==> src/rtl/block_dispatcher.sv <==
// Block dispatcher: splits a kernel's threads into fixed-size blocks and hands them
// to a pool of compute cores over a start/done handshake, reusing cores as they finish.
module block_dispatcher #(
  parameter int NUM_CORES         = 2,
  parameter int THREADS_PER_BLOCK = 4,
  parameter int THREAD_COUNT_BITS = 8,
  parameter int BLOCK_ID_BITS     = 8,
  localparam int TPB_BITS         = $clog2(THREADS_PER_BLOCK) + 1
) (
  input  logic                               clk,
  input  logic                               reset,
  input  logic                               start,
  input  logic                               abort,
  input  logic [THREAD_COUNT_BITS-1:0]       thread_count,
  input  logic [NUM_CORES-1:0]               core_done,
  output logic [NUM_CORES-1:0]               core_start,
  output logic [NUM_CORES-1:0]               core_reset,
  output logic [NUM_CORES*BLOCK_ID_BITS-1:0] core_block_id,
  output logic [NUM_CORES*TPB_BITS-1:0]      core_thread_count,
  output logic                               busy,
  output logic                               done
);

  localparam int TPB_SHIFT = $clog2(THREADS_PER_BLOCK);
  localparam int CW        = THREAD_COUNT_BITS + 1;

  localparam logic [1:0] IDLE        = 2'd0;
  localparam logic [1:0] RESET_CORES = 2'd1;
  localparam logic [1:0] DISPATCH    = 2'd2;
  localparam logic [1:0] DONE        = 2'd3;

  logic [1:0]                   state;
  logic [THREAD_COUNT_BITS-1:0] tc_lat;
  logic [CW-1:0]                total_blocks;
  logic [CW-1:0]                dispatched;
  logic [CW-1:0]                completed;

  logic [NUM_CORES-1:0] free_cores;
  logic [NUM_CORES-1:0] grant;
  logic [NUM_CORES-1:0] done_hits;
  logic [CW-1:0]        done_cnt;
  logic [CW-1:0]        block_base;
  logic [CW-1:0]        last_count;
  logic                 dispatch_ok;
  logic                 last_block;

  // One extra bit keeps ceil() from overflowing when thread_count is near full scale.
  function automatic logic [CW-1:0] ceil_blocks(input logic [THREAD_COUNT_BITS-1:0] n);
    return ({1'b0, n} + CW'(THREADS_PER_BLOCK - 1)) >> TPB_SHIFT;
  endfunction

  // A core is free only once both its run flag and its reset pulse have dropped.
  assign free_cores  = ~core_start & ~core_reset;
  assign grant       = free_cores & (~free_cores + NUM_CORES'(1));
  assign done_hits   = core_done & core_start;
  assign dispatch_ok = (dispatched < total_blocks) && (|free_cores);
  assign last_block  = (dispatched == total_blocks - CW'(1));
  assign block_base  = dispatched << TPB_SHIFT;
  assign last_count  = {1'b0, tc_lat} - block_base;

  // NOTE: assign a default before the loop so the block stays purely combinational.
  always_comb begin
    done_cnt = '0;
    for (int i = 0; i < NUM_CORES; i++) begin
      done_cnt = done_cnt + CW'(done_hits[i]);
    end
  end

  // NOTE: all state uses non-blocking assignments so every register samples pre-edge values.
  always_ff @(posedge clk or negedge reset) begin
    if (!reset) begin
      state             <= IDLE;
      tc_lat            <= '0;
      total_blocks      <= '0;
      dispatched        <= '0;
      completed         <= '0;
      core_start        <= '0;
      core_reset        <= '0;
      core_block_id     <= '0;
      core_thread_count <= '0;
      busy              <= 1'b0;
      done              <= 1'b0;
    end else begin
      core_reset <= '0;
      case (state)
        IDLE, DONE: begin
          if (start) begin
            tc_lat       <= thread_count;
            total_blocks <= ceil_blocks(thread_count);
            dispatched   <= '0;
            completed    <= '0;
            core_start   <= '0;
            if (thread_count == '0) begin
              state <= DONE;
              done  <= 1'b1;
              busy  <= 1'b0;
            end else begin
              state      <= RESET_CORES;
              core_reset <= '1;
              done       <= 1'b0;
              busy       <= 1'b1;
            end
          end
        end

        RESET_CORES, DISPATCH: begin
          if (abort) begin
            core_start <= '0;
            core_reset <= '1;
            state      <= IDLE;
            busy       <= 1'b0;
            done       <= 1'b0;
          end else if (state == RESET_CORES) begin
            state <= DISPATCH;
          end else if (completed == total_blocks) begin
            state <= DONE;
            done  <= 1'b1;
            busy  <= 1'b0;
          end else begin
            // Completions and a new dispatch never touch the same core: the granted core is idle.
            core_start <= (core_start & ~done_hits) | (dispatch_ok ? grant : '0);
            core_reset <= done_hits;
            completed  <= completed + done_cnt;
            if (dispatch_ok) begin
              dispatched <= dispatched + CW'(1);
              for (int i = 0; i < NUM_CORES; i++) begin
                if (grant[i]) begin
                  core_block_id[i*BLOCK_ID_BITS +: BLOCK_ID_BITS] <= BLOCK_ID_BITS'(dispatched);
                  core_thread_count[i*TPB_BITS +: TPB_BITS] <=
                    last_block ? last_count[TPB_BITS-1:0] : TPB_BITS'(THREADS_PER_BLOCK);
                end
              end
            end
          end
        end

        default: state <= IDLE;
      endcase
    end
  end

endmodule

==> config.mk <==
export PLATFORM = sky130hd
export DESIGN_NAME = block_dispatcher
export DESIGN_NICKNAME = d
export VERILOG_FILES = /design/src/rtl/block_dispatcher.sv
export SDC_FILE = /design/constraint.sdc
export NUM_CORES = 1
export LEC_CHECK = 0
export ABC_CLOCK_PERIOD_IN_PS = 6100
export CAP_MARGIN = 20
export CORE_AREA = 2 2 86 88
export CTS_CLUSTER_SIZE = 16
export DETAILED_ROUTE_END_ITERATION = 16
export DIE_AREA = 0 0 88 90
export DONT_BUFFER_PORTS = 1
export SYNTH_ARGS = -nofsm -noshare
export SYNTH_HDL_FRONTEND = slang
export SYNTH_SLANG_ARGS = --single-unit
==> constraint.sdc <==
create_clock -name clk -period 6.1 [get_ports clk]
set_clock_uncertainty 0.15 [all_clocks]
set_input_delay 0.61 -clock clk [delete_from_list [all_inputs] [get_ports clk]]
set_output_delay 0.61 -clock clk [all_outputs]
set_load 0.02 [all_outputs]
==> results.md, run 1 <==
* H-tree depth at 3
* Simple-gate share of the synthesized area at 0.159
* Worst hold stages at 1
* Synth Instances at 334
* Synth Area in Adders at 0.0504
* Post-synth EDFFs at 0
* Met3 WL at 261 um
* Via count at 2,491
* Sequential share of the synthesized area at 0.430
* Setup TNS at 0 ps
* I/O Buffers at 0
* Grt ovf at 0
* Fin Hold WS at 273 ps
* Req. time, crit path at 6210 ps
* Synth top area share at 0.430
* Clock tree buffer depth at 2
* Width of the die at 88 um
* CTS sink cnt at 58
* RSZ-0062 raised after global routing: no
* Pwr/cell area at 458 nW/um^2
* Main synth FF type: dfrtp_1
* Detail Route met2 WL at 3470 um
* Least-Margin Pin Slew at 621 ps
* Via/cell ratio at 5.71
* Count of final setup violators at 0
* CP Class: reg2reg
* Max Transition Viols Final at 0
* Yosys Warn Count at 0
* Critical Path Slowest Stage Cell: ha_1
* Final #Nets at 359
* Synth Area in XOR/XNOR at 0.0467
* CP peak stage delay at 500 ps
* FF-to-FF Start: state[0]
* Worst vdd ir at 209 uV
* Fill count at 657
* CP top delay family: simple AND/OR/NAND/NOR gates
* WL/cell at 16.6 um
* Mapped cell area at 3380 sq um
* Worst rel slew slack at 0.585
* Root Driver: clkbuf_8
* CTS Buf Count at 9
* Final min period at 2930 ps
* Max Cap Viol at 0
* Worst min-delay path class: in2reg
* Core Box Area at 7020 sq um
* Largest family of logic cells by synthesized area: compound AO/OA/AOI/OAI gates
* DP Worst Slack at 3180 ps
* Critical Path Start: state[0]
* M1 WL at 3440 um
* Worst skew pair latency at 340 ps
* Critical path buffer and inverter count at 2
* CTS tree: done
* Syn Area/Cell at 10.1 sq um
* Synth top area cells: dfrtp_1, ha_1, mux2_2
* Post-DRT Antenna Nets at 0
* Yosys top cell by area: dfrtp_1
* Total Wirelength at 7250 um
* Crit path DAT at 3050 ps
* Critical path, cell by cell: inv_1 > ha_1 > nand2_1 > o21ai_0 > o311ai_2 > buf_4 > or4_1 > a21oi_1
* Clock-pin transition on the worst setup and hold timing paths at 70 ps
* Syn nets at 361
* Outcome: finished clean
* Diode count at 0
* Synth unique cells at 56
* Fmax at 0.341 GHz
* DR top layer: met4
* Initial antenna violation count at 0
* Final non-filler cell total at 436
* Synth Area in Compound Gates at 0.173
* Die H at 90 um
* Total Die Area at 7920 sq um
* Crit. End Element: register
* Final hold vios at 0
* CP max FO at 19
* Worst r2r path cells at 8
* Levels on crit path at 8
* Residual DRC at 0
* Routability cong. at 0.848
* Drt initial violations at 87
* GRT Resource Usage Total at 0.197
* Synth async-reset ratio at 1.00
* Largest net degree at the start of global routing at 59
* # rows at 31
* Setup ws final at 3170 ps
* Fin crit share at 0.481
* Multiplexer share of the synthesized area at 0.0845
* Area Growth Syn to Fin at 7.22%
* Vias in the first global route at 2,422
* Number of I/O pins at 42
* Startpoint types: register
* Initial Utilization at 0.481
* Share of post-route cells with drive strength above 1 at 0.134
* Leakage power at 1.60 nW
* Top-count cell post-synth: dfrtp_1
* Postcts setup bufs at 0
* Post-placement cell count at 418
* Synth Register Bits at 58
* Min-delay src: thread_count[2]
* Most frequent cells after synthesis: dfrtp_1, nand2_1, inv_1
* Pre-antenna DRT Iters at 4
* Global-route wire length before repair at 12,200 um
* DP Wirelength at 5150 um
-- what timing repair did --
item	CTS	global route
gates resized for setup	0	0
hold endpoints to repair	58	0
hold buffers	2	0
-- cells by family after synthesis --
| family | after synthesis |
|---|---|
| muxes | 24 |
| buffers and inverters | 41 |
| xor gates and xnor gates | 18 |
| AOI/OAI and AO/OA | 84 |
| adders and majority gates | 13 |
| DFF | 58 |
| and+or+nand+nor | 96 |
-- metal layers --
metal / vias to the layer above / GRT usage
met2: 34 / 0.309
met4: 0 / 0.0577
met5: - / 0
met3: 7 / 0.0533
met1: 1230 / 0.266
li1: 1220 / -
-- layout make-up --
class	instances	area, sq um	area share
multi-input cells	235	1740	0.480
repair buffers	3	45.0	0.0124
inverters	25	93.8	0.0259
well taps	99	124	0.0342
clock inverters	6	32.5	0.00898
clock buffers	10	138	0.0380
flip-flops and latches	58	1450	0.401
-- where the power goes --
part	switching, mW	internal (mW)	leakage [nW]
combinational	0.425	0.274	0.747
clock	0.158	0.154	0.0916
sequential	0.173	0.474	0.763
-- path summary, 6_finish.rpt --
check,to,slack [ps]
setup / recovery,completed[5],3170
hold / removal,tc_lat[2],270
setup reg to reg,completed[5],3170
hold reg to reg,tc_lat[0],360
max in group asynchronous,tc_lat[0],4890
min in group asynchronous,core_thread_count[2],650
-- registers in the layout (all words and copies together), names as in the netlist --
name,cells
done,1
tc_lat,3
completed,9
core_thread_count,6
dispatched,9
busy,1
core_block_id,16
core_start,2
total_blocks,7
state,2
core_reset,2
-- stage by stage --
| step | util | total power, mW | instance area, sq um |
|---|---|---|---|
| detailed placement | 0.486 | 1.34 | 3410 |
| CTS | 0.516 | 1.67 | 3620 |
| floorplan | - | 1.21 | 3380 |
| global route | 0.516 | 1.79 | 3620 |
| finish | 0.516 | 1.66 | 3620 |
| global placement | 0.486 | 1.33 | 3410 |
-- placed cells by master, fill, tap and decap left out, types with 10 or more instances in the layout --
cell and instances:
dfrtp_1 58, nand2_1 26, inv_1 25, o21ai_0 20, a21oi_1 18, xnor2_1 13, nor2_1 13, mux2_2 12
ha_1 12, nand3_1 11, clkbuf_8 10
Note: power is estimated with default switching activity, not from simulation.
==> run 2, diff against run 1 <==
--- a/config.mk
+++ b/config.mk
@@ -5,13 +5,14 @@
 export SDC_FILE = /design/constraint.sdc
 export NUM_CORES = 1
 export LEC_CHECK = 0
-export ABC_CLOCK_PERIOD_IN_PS = 6100
+export ABC_CLOCK_PERIOD_IN_PS = 2450
 export CAP_MARGIN = 20
 export CORE_AREA = 2 2 86 88
 export CTS_CLUSTER_SIZE = 16
 export DETAILED_ROUTE_END_ITERATION = 16
 export DIE_AREA = 0 0 88 90
 export DONT_BUFFER_PORTS = 1
+export PLACE_DENSITY = 0.66
 export SYNTH_ARGS = -nofsm -noshare
 export SYNTH_HDL_FRONTEND = slang
 export SYNTH_SLANG_ARGS = --single-unit
==> constraint.sdc (replaced) <==
create_clock -name clk -period 2.45 [get_ports clk]
set_clock_uncertainty 0.15 [all_clocks]
set_input_delay 0.245 -clock clk [delete_from_list [all_inputs] [get_ports clk]]
set_output_delay 0.245 -clock clk [all_outputs]
set_load 0.02 [all_outputs]
==> results.md, run 2 (synthesis gave the netlist of run 1 again) <==
* CP max FO at 3 (-16)
* Final core utilization at 0.575 (+0.0595)
* Register Area at 1450 sq um (about the same)
* Pre-antenna DRT Iters at 6 (+2)
* Diode count at 0 (unchanged)
* Logic pwr share at 0.514 (+0.092)
* Sequential Power Share at 0.319 (-0.071)
* Int Power at 2.62 mW (+190%)
* Final min period at 2380 ps (-553 ps)
* Max Transition Viols Final at 0 (unchanged)
* Worst min-delay path class: in2reg
* Worst vdd ir at 485 uV (+130%)
* Clock power share at 0.167 (-0.021)
* Outcome: finished clean
* CP peak stage delay at 520 ps (+20 ps)
* Most common cell after layout, fill and taps aside: dfrtp_1
* Worst skew pair latency at 330 ps (about the same)
* Post-placement cell count at 445 (+6.5%)
* CP top delay family: compound AO/OA/AOI/OAI gates
* Post-DRT Antenna Nets at 0 (unchanged)
* Fill count at 600 (-8.7%)
* DP Worst Slack at -1.98 ps (-3180 ps)
* Fin Hold WS at 13.9 ps (-259 ps)
* Critical path, cell by cell: inv_1 > ha_2 > xnor2_1 > a211o_1 > or4_4 > a2111oi_2 > mux2_1
* Routability cong. at 0.894 (+5.4%)
* Final hold vios at 0 (unchanged)
* GRT Resource Usage Total at 0.212 (+0.0152)
* Clock tree buffer depth at 2 (unchanged)
* CTS Buf Count at 9 (unchanged)
* Width of the die at 88 um (unchanged)
* # rows at 31 (unchanged)
* CTS sink cnt at 58 (unchanged)
* Setup ws final at 68.7 ps (-3100 ps)
* I/O Buffers at 0 (unchanged)
* Root Driver: clkbuf_8
* CTS tree: done
* Most frequent cells in the layout: dfrtp_1, nand2_1, buf_4
* Fmax at 0.420 GHz (+23%)
* Crit path DAT at 2510 ps (-540 ps)
* Reg with most FFs: core_block_id
* Top flop regs: core_block_id x16, completed x9, dispatched x9
* Startpoint types: register
* Area Growth Syn to Fin at 19.6%
* Via/cell ratio at 5.62 (-1.7%)
* Core Box Area at 7020 sq um (unchanged)
* Vias in the first global route at 2,686 (+11%)
* Total Die Area at 7920 sq um (unchanged)
* Total Wirelength at 7670 um (+5.9%)
* Drt initial violations at 123 (+41%)
* Leakage power at 1.82 nW (+13%)
* PnR Total Power at 4.63 mW (+180%)
* DP Wirelength at 5490 um (+6.4%)
* Critical path buffer and inverter count at 1 (-1)
* Largest net degree at the start of global routing at 59 (unchanged)
* Reported net switching power at 2.01 mW (+170%)
* Initial antenna violation count at 0 (unchanged)
* Fin crit share at 0.972 (+0.491)
* Pwr/cell area at 1150 nW/um^2 (+150%)
* Final #Nets at 399 (+11%)
* Least-Margin Pin Slew at 654 ps (+32.8 ps)
* Number of I/O pins at 42 (unchanged)
* Die H at 90 um (unchanged)
* Grt ovf at 0 (unchanged)
* Count of final setup violators at 0 (unchanged)
* Global-route wire length before repair at 13,100 um (+6.9%)
* Crit. End Element: register
* Number of flip-flops in the largest register at 16 (unchanged)
* Req. time, crit path at 2580 ps (-3630 ps)
* Max Cap Viol at 0 (unchanged)
* Final non-filler cell total at 475 (+8.9%)
* Critical Path Slowest Stage Cell: or4_4
* CP Class: reg2reg
* Multi-input gate area at 1790 sq um (+2.8%)
* H-tree depth at 3 (unchanged)
* RSZ-0062 raised after global routing: yes
* Clock-pin transition on the worst setup and hold timing paths at 70 ps (about the same)
* Initial Utilization at 0.481 (unchanged)
* Residual DRC at 0 (unchanged)
* Via count at 2,669 (+7.1%)
* Worst rel slew slack at 0.563 (-0.0219)
* WL/cell at 16.2 um (-2.8%)
* Share of post-route cells with drive strength above 1 at 0.207 (+0.0739)
* Sw Ratio at 0.434 (-0.0220)
-- run 2: stage by stage --
| stage | TNS, ps | cell area, sq um |
|---|---|---|
| floorplan | 0 | 3380 |
| global placement | 0 | 3650 |
| detailed placement | -1.98 | 3650 |
| CTS | 0 | 3980 |
| global route | -117 | 4040 |
| finish | 0 | 4040 |
-- run 2: what timing repair did --
item                                    4_1_cts  5_1_grt
hold buffers                                 14        0
gates resized for setup                       1       11
endpoints found under the setup margin        9       16
setup buffers                                 0        1
gates cloned                                  0        0
pin swaps                                     0        2
endpoints found under the hold margin        72        0
-- run 2: metal layers --
layer,part of all wire,vias up,wire length [um],track usage
li1,-,1299,-,-
met1,0.46,1295,3520,0.283
met2,0.49,64,3730,0.323
met3,0.043,11,327,0.0560
met4,0.012,0,95,0.0923
met5,0,-,0,0
-- run 2: worst paths after layout --
| check | from | cells after the start | slack (ps) | end |
|---|---|---|---|---|
| worst max-delay path | total_blocks[1] | 7 | 70 | core_thread_count[4] |
| worst min-delay path | thread_count[2] | 2 | 10 | total_blocks[0] |
| worst max register to register | total_blocks[1] | 7 | 70 | core_thread_count[4] |
| worst min register to register | tc_lat[1] | 1 | 370 | tc_lat[1] |
| max in group asynchronous | reset | 2 | 1610 | total_blocks[3] |
| min in group asynchronous | reset | 2 | 290 | core_block_id[15] |
-- run 2: power by group through the flow --
stage	clock network (mW)	logic, mW	registers [mW]
2_1_floorplan	0	1.53	1.47
3_3_place_gp	0	2.18	1.49
3_5_place_dp	0	2.23	1.49
4_1_cts	0.801	2.30	1.48
5_1_grt	0.857	2.64	1.51
6_report	0.774	2.38	1.48
-- run 2: worst register-to-register path: cells and delay by family (launching register included) --
family                   cells  cell delay, ps
AO/OA/AOI/OAI                2             610
AND/OR/NAND/NOR              1             520
flip-flops                   1             370
adder cells (fa/ha/maj)      1             280
multiplexers                 1             190
XOR/XNOR                     1             130
buffers and inverters        1              90
-- run 2: area by class of cell --
cell class / instances / share of cell area
tap: 99 / 0.0307
timing repair buffer: 43 / 0.102
sequential: 58 / 0.360
inverter: 25 / 0.0232
multi-input combinational: 235 / 0.442
clock buffer: 12 / 0.0384
clock inverter: 3 / 0.00372
==> run 3, diff against run 2 <==
--- a/config.mk
+++ b/config.mk
@@ -13,6 +13,7 @@
 export DIE_AREA = 0 0 88 90
 export DONT_BUFFER_PORTS = 1
 export PLACE_DENSITY = 0.66
+export REMOVE_ABC_BUFFERS = 1
 export SYNTH_ARGS = -nofsm -noshare
 export SYNTH_HDL_FRONTEND = slang
 export SYNTH_SLANG_ARGS = --single-unit
==> results.md, run 3 (synthesis gave the netlist of run 1 again) <==
* Diode count at 0 (unchanged)
* Least-Margin Pin Slew at 669 ps (+15.5 ps)
* Final #Nets at 401 (+0.50%)
* Number of flip-flops in the largest register at 16 (unchanged)
* Total Wirelength at 8010 um (+4.4%)
* Reg with most FFs: core_block_id
* Number of I/O pins at 42 (unchanged)
* R2R setup slack at 40 ps (-30 ps)
* Setup TNS at 0 ps (unchanged)
* Reported net switching power at 2.01 mW (-0.11%)
* Worst rel slew slack at 0.552 (-0.0104)
* Pre-antenna DRT Iters at 4 (-2)
* Count of final setup violators at 0 (unchanged)
* Worst hold stages at 2 (unchanged)
* Worst skew pair latency at 340 ps (about the same)
* Area Growth Syn to Fin at 20.6%
* Clock power share at 0.162 (-0.005)
* Max Cap Viol at 0 (unchanged)
* Via/cell ratio at 5.66 (+0.68%)
* Max Transition Viols Final at 0 (unchanged)
* Fill count at 570 (-5.0%)
* CP max FO at 6 (+3)
* Critical path, cell by cell: inv_1 > ha_1 > or4b_1 > nor3_2 > a211oi_2 > a2111oi_2 > mux2i_1
* Initial Utilization at 0.481 (unchanged)
* Crit path DAT at 2460 ps (-50 ps)
* Outcome: finished clean
* Top flop regs: core_block_id x16, completed x9, dispatched x9
* Largest net degree at the start of global routing at 59 (unchanged)
* Drt initial violations at 182 (+48%)
* DP Wirelength at 5520 um (+0.57%)
* Fmax at 0.415 GHz (-1.1%)
* Most frequent cells in the layout: dfrtp_1, buf_4, nand2_1
* FF-to-FF Start: total_blocks[1]
* CP top delay family: simple AND/OR/NAND/NOR gates
* Pwr/cell area at 1140 nW/um^2 (-0.97%)
* Die H at 90 um (unchanged)
* Vias in the first global route at 2,567 (-4.4%)
* Share of post-route cells with drive strength above 1 at 0.216 (+0.00891)
* Post-DRT Antenna Nets at 0 (unchanged)
* Total Die Area at 7920 sq um (unchanged)
* Int Power at 2.62 mW (-0.12%)
* Startpoint types: register
* CTS tree: done
* Min-delay src: thread_count[4]
* Initial antenna violation count at 0 (unchanged)
* WL/cell at 16.8 um (+3.8%)
* Fin crit share at 0.983 (+0.0111)
* Final non-filler cell total at 478 (+0.63%)
* Req. time, crit path at 2510 ps (-70 ps)
* GRT Resource Usage Total at 0.209 (-0.00379)
* # rows at 31 (unchanged)
* CTS sink cnt at 58 (unchanged)
* Routability cong. at 0.837 (-6.3%)
* Critical path buffer and inverter count at 1 (unchanged)
* CP peak stage delay at 530 ps (about the same)
* Width of the die at 88 um (unchanged)
* CTS Buf Count at 9 (unchanged)
* Final min period at 2410 ps (+27.1 ps)
* Core Box Area at 7020 sq um (unchanged)
* Grt ovf at 0 (unchanged)
* Final hold vios at 0 (unchanged)
* Logic pwr share at 0.518 (+0.004)
* H-tree depth at 3 (unchanged)
* PnR Total Power at 4.63 mW (-0.11%)
* Crit. End Element: register
* Residual DRC at 0 (unchanged)
* Sequential Power Share at 0.321 (+0.002)
* Post-placement cell count at 447 (+0.45%)
* Worst r2r path cells at 7 (unchanged)
* Sw Ratio at 0.434 (about the same)
* Fin Hold WS at 0.698 ps (-13.2 ps)
* Worst min-delay path class: in2reg
* Most common cell after layout, fill and taps aside: dfrtp_1
* CP Class: reg2reg
* RSZ-0062 raised after global routing: yes
* Critical Path Slowest Stage Cell: or4b_1
* Root Driver: clkbuf_8
* Global-route wire length before repair at 12,800 um (-2.0%)
* Clock tree buffer depth at 2 (unchanged)
* Worst vdd ir at 509 uV (+5.0%)
* Clock-pin transition on the worst setup and hold timing paths at 60 ps (about the same)
* Via count at 2,704 (+1.3%)
* I/O Buffers at 0 (unchanged)
* Endpoint, Worst Hold: total_blocks[2]
* Leakage power at 1.84 nW (+1.2%)
* Worst reg2reg endpoint: core_thread_count[2]
==> run 3: power by group through the flow <==
stage / clock network (mW) / registers [mW] / logic (mW)
floorplan: 0 / 1.52 / 1.37
detailed placement: 0 / 1.50 / 2.20
global route: 0.832 / 1.52 / 2.64
global placement: 0 / 1.50 / 2.16
CTS: 0.768 / 1.48 / 2.28
finish: 0.747 / 1.48 / 2.39
==> run 3: metal layers <==
| metal | vias up | track usage | part of all wire |
|---|---|---|---|
| met2 | 66 | 0.337 | 0.50 |
| met4 | 0 | 0.0628 | 0.0087 |
| met3 | 6 | 0.0551 | 0.045 |
| li1 | 1304 | - | - |
| met5 | - | 0 | 0 |
| met1 | 1328 | 0.272 | 0.44 |
==> run 3: area by class of cell <==
type,count,area [sq um],share of cell area
Clock buffer,13,149,0.0365
Inverter,25,93.8,0.0230
Clock inverter,3,15.0,0.00369
Timing Repair Buffer,45,430,0.106
Sequential cell,58,1450,0.356
Multi-Input combinational cell,235,1810,0.444
Tap cell,99,124,0.0304
==> run 3: how the worst max path moves through the flow <==
stage               startpoint                   end  slack [ps]  depth (start not counted)
2_1_floorplan         state[0]         dispatched[6]        -270                          7
3_3_place_gp   total_blocks[6]  core_thread_count[3]         -20                          7
3_5_place_dp   total_blocks[6]  core_thread_count[4]        -100                          7
4_1_cts        total_blocks[6]         dispatched[6]           1                          7
5_1_grt        total_blocks[1]  core_thread_count[2]         -40                          7
6_report       total_blocks[1]  core_thread_count[2]          40                          7
==> run 3: timing repair <==
item | CTS | global route
pin swaps | 1 | 1
setup buffers | 1 | 0
endpoints found under the hold margin | 70 | 0
hold buffers | 13 | 0
endpoints found under the setup margin | 10 | 15
gates cloned | 0 | 1
gates resized for setup | 1 | 14
==> run 3: metrics by stage <==
step                      utilization  worst slack [ps]  area (sq um)
after floorplan                     -              -269          3280
after global placement          0.519             -16.3          3640
after detailed placement        0.519              -105          3640
after CTS                       0.566              1.43          3980
after global routing            0.580             -35.9          4070
final                           0.580              41.6          4070
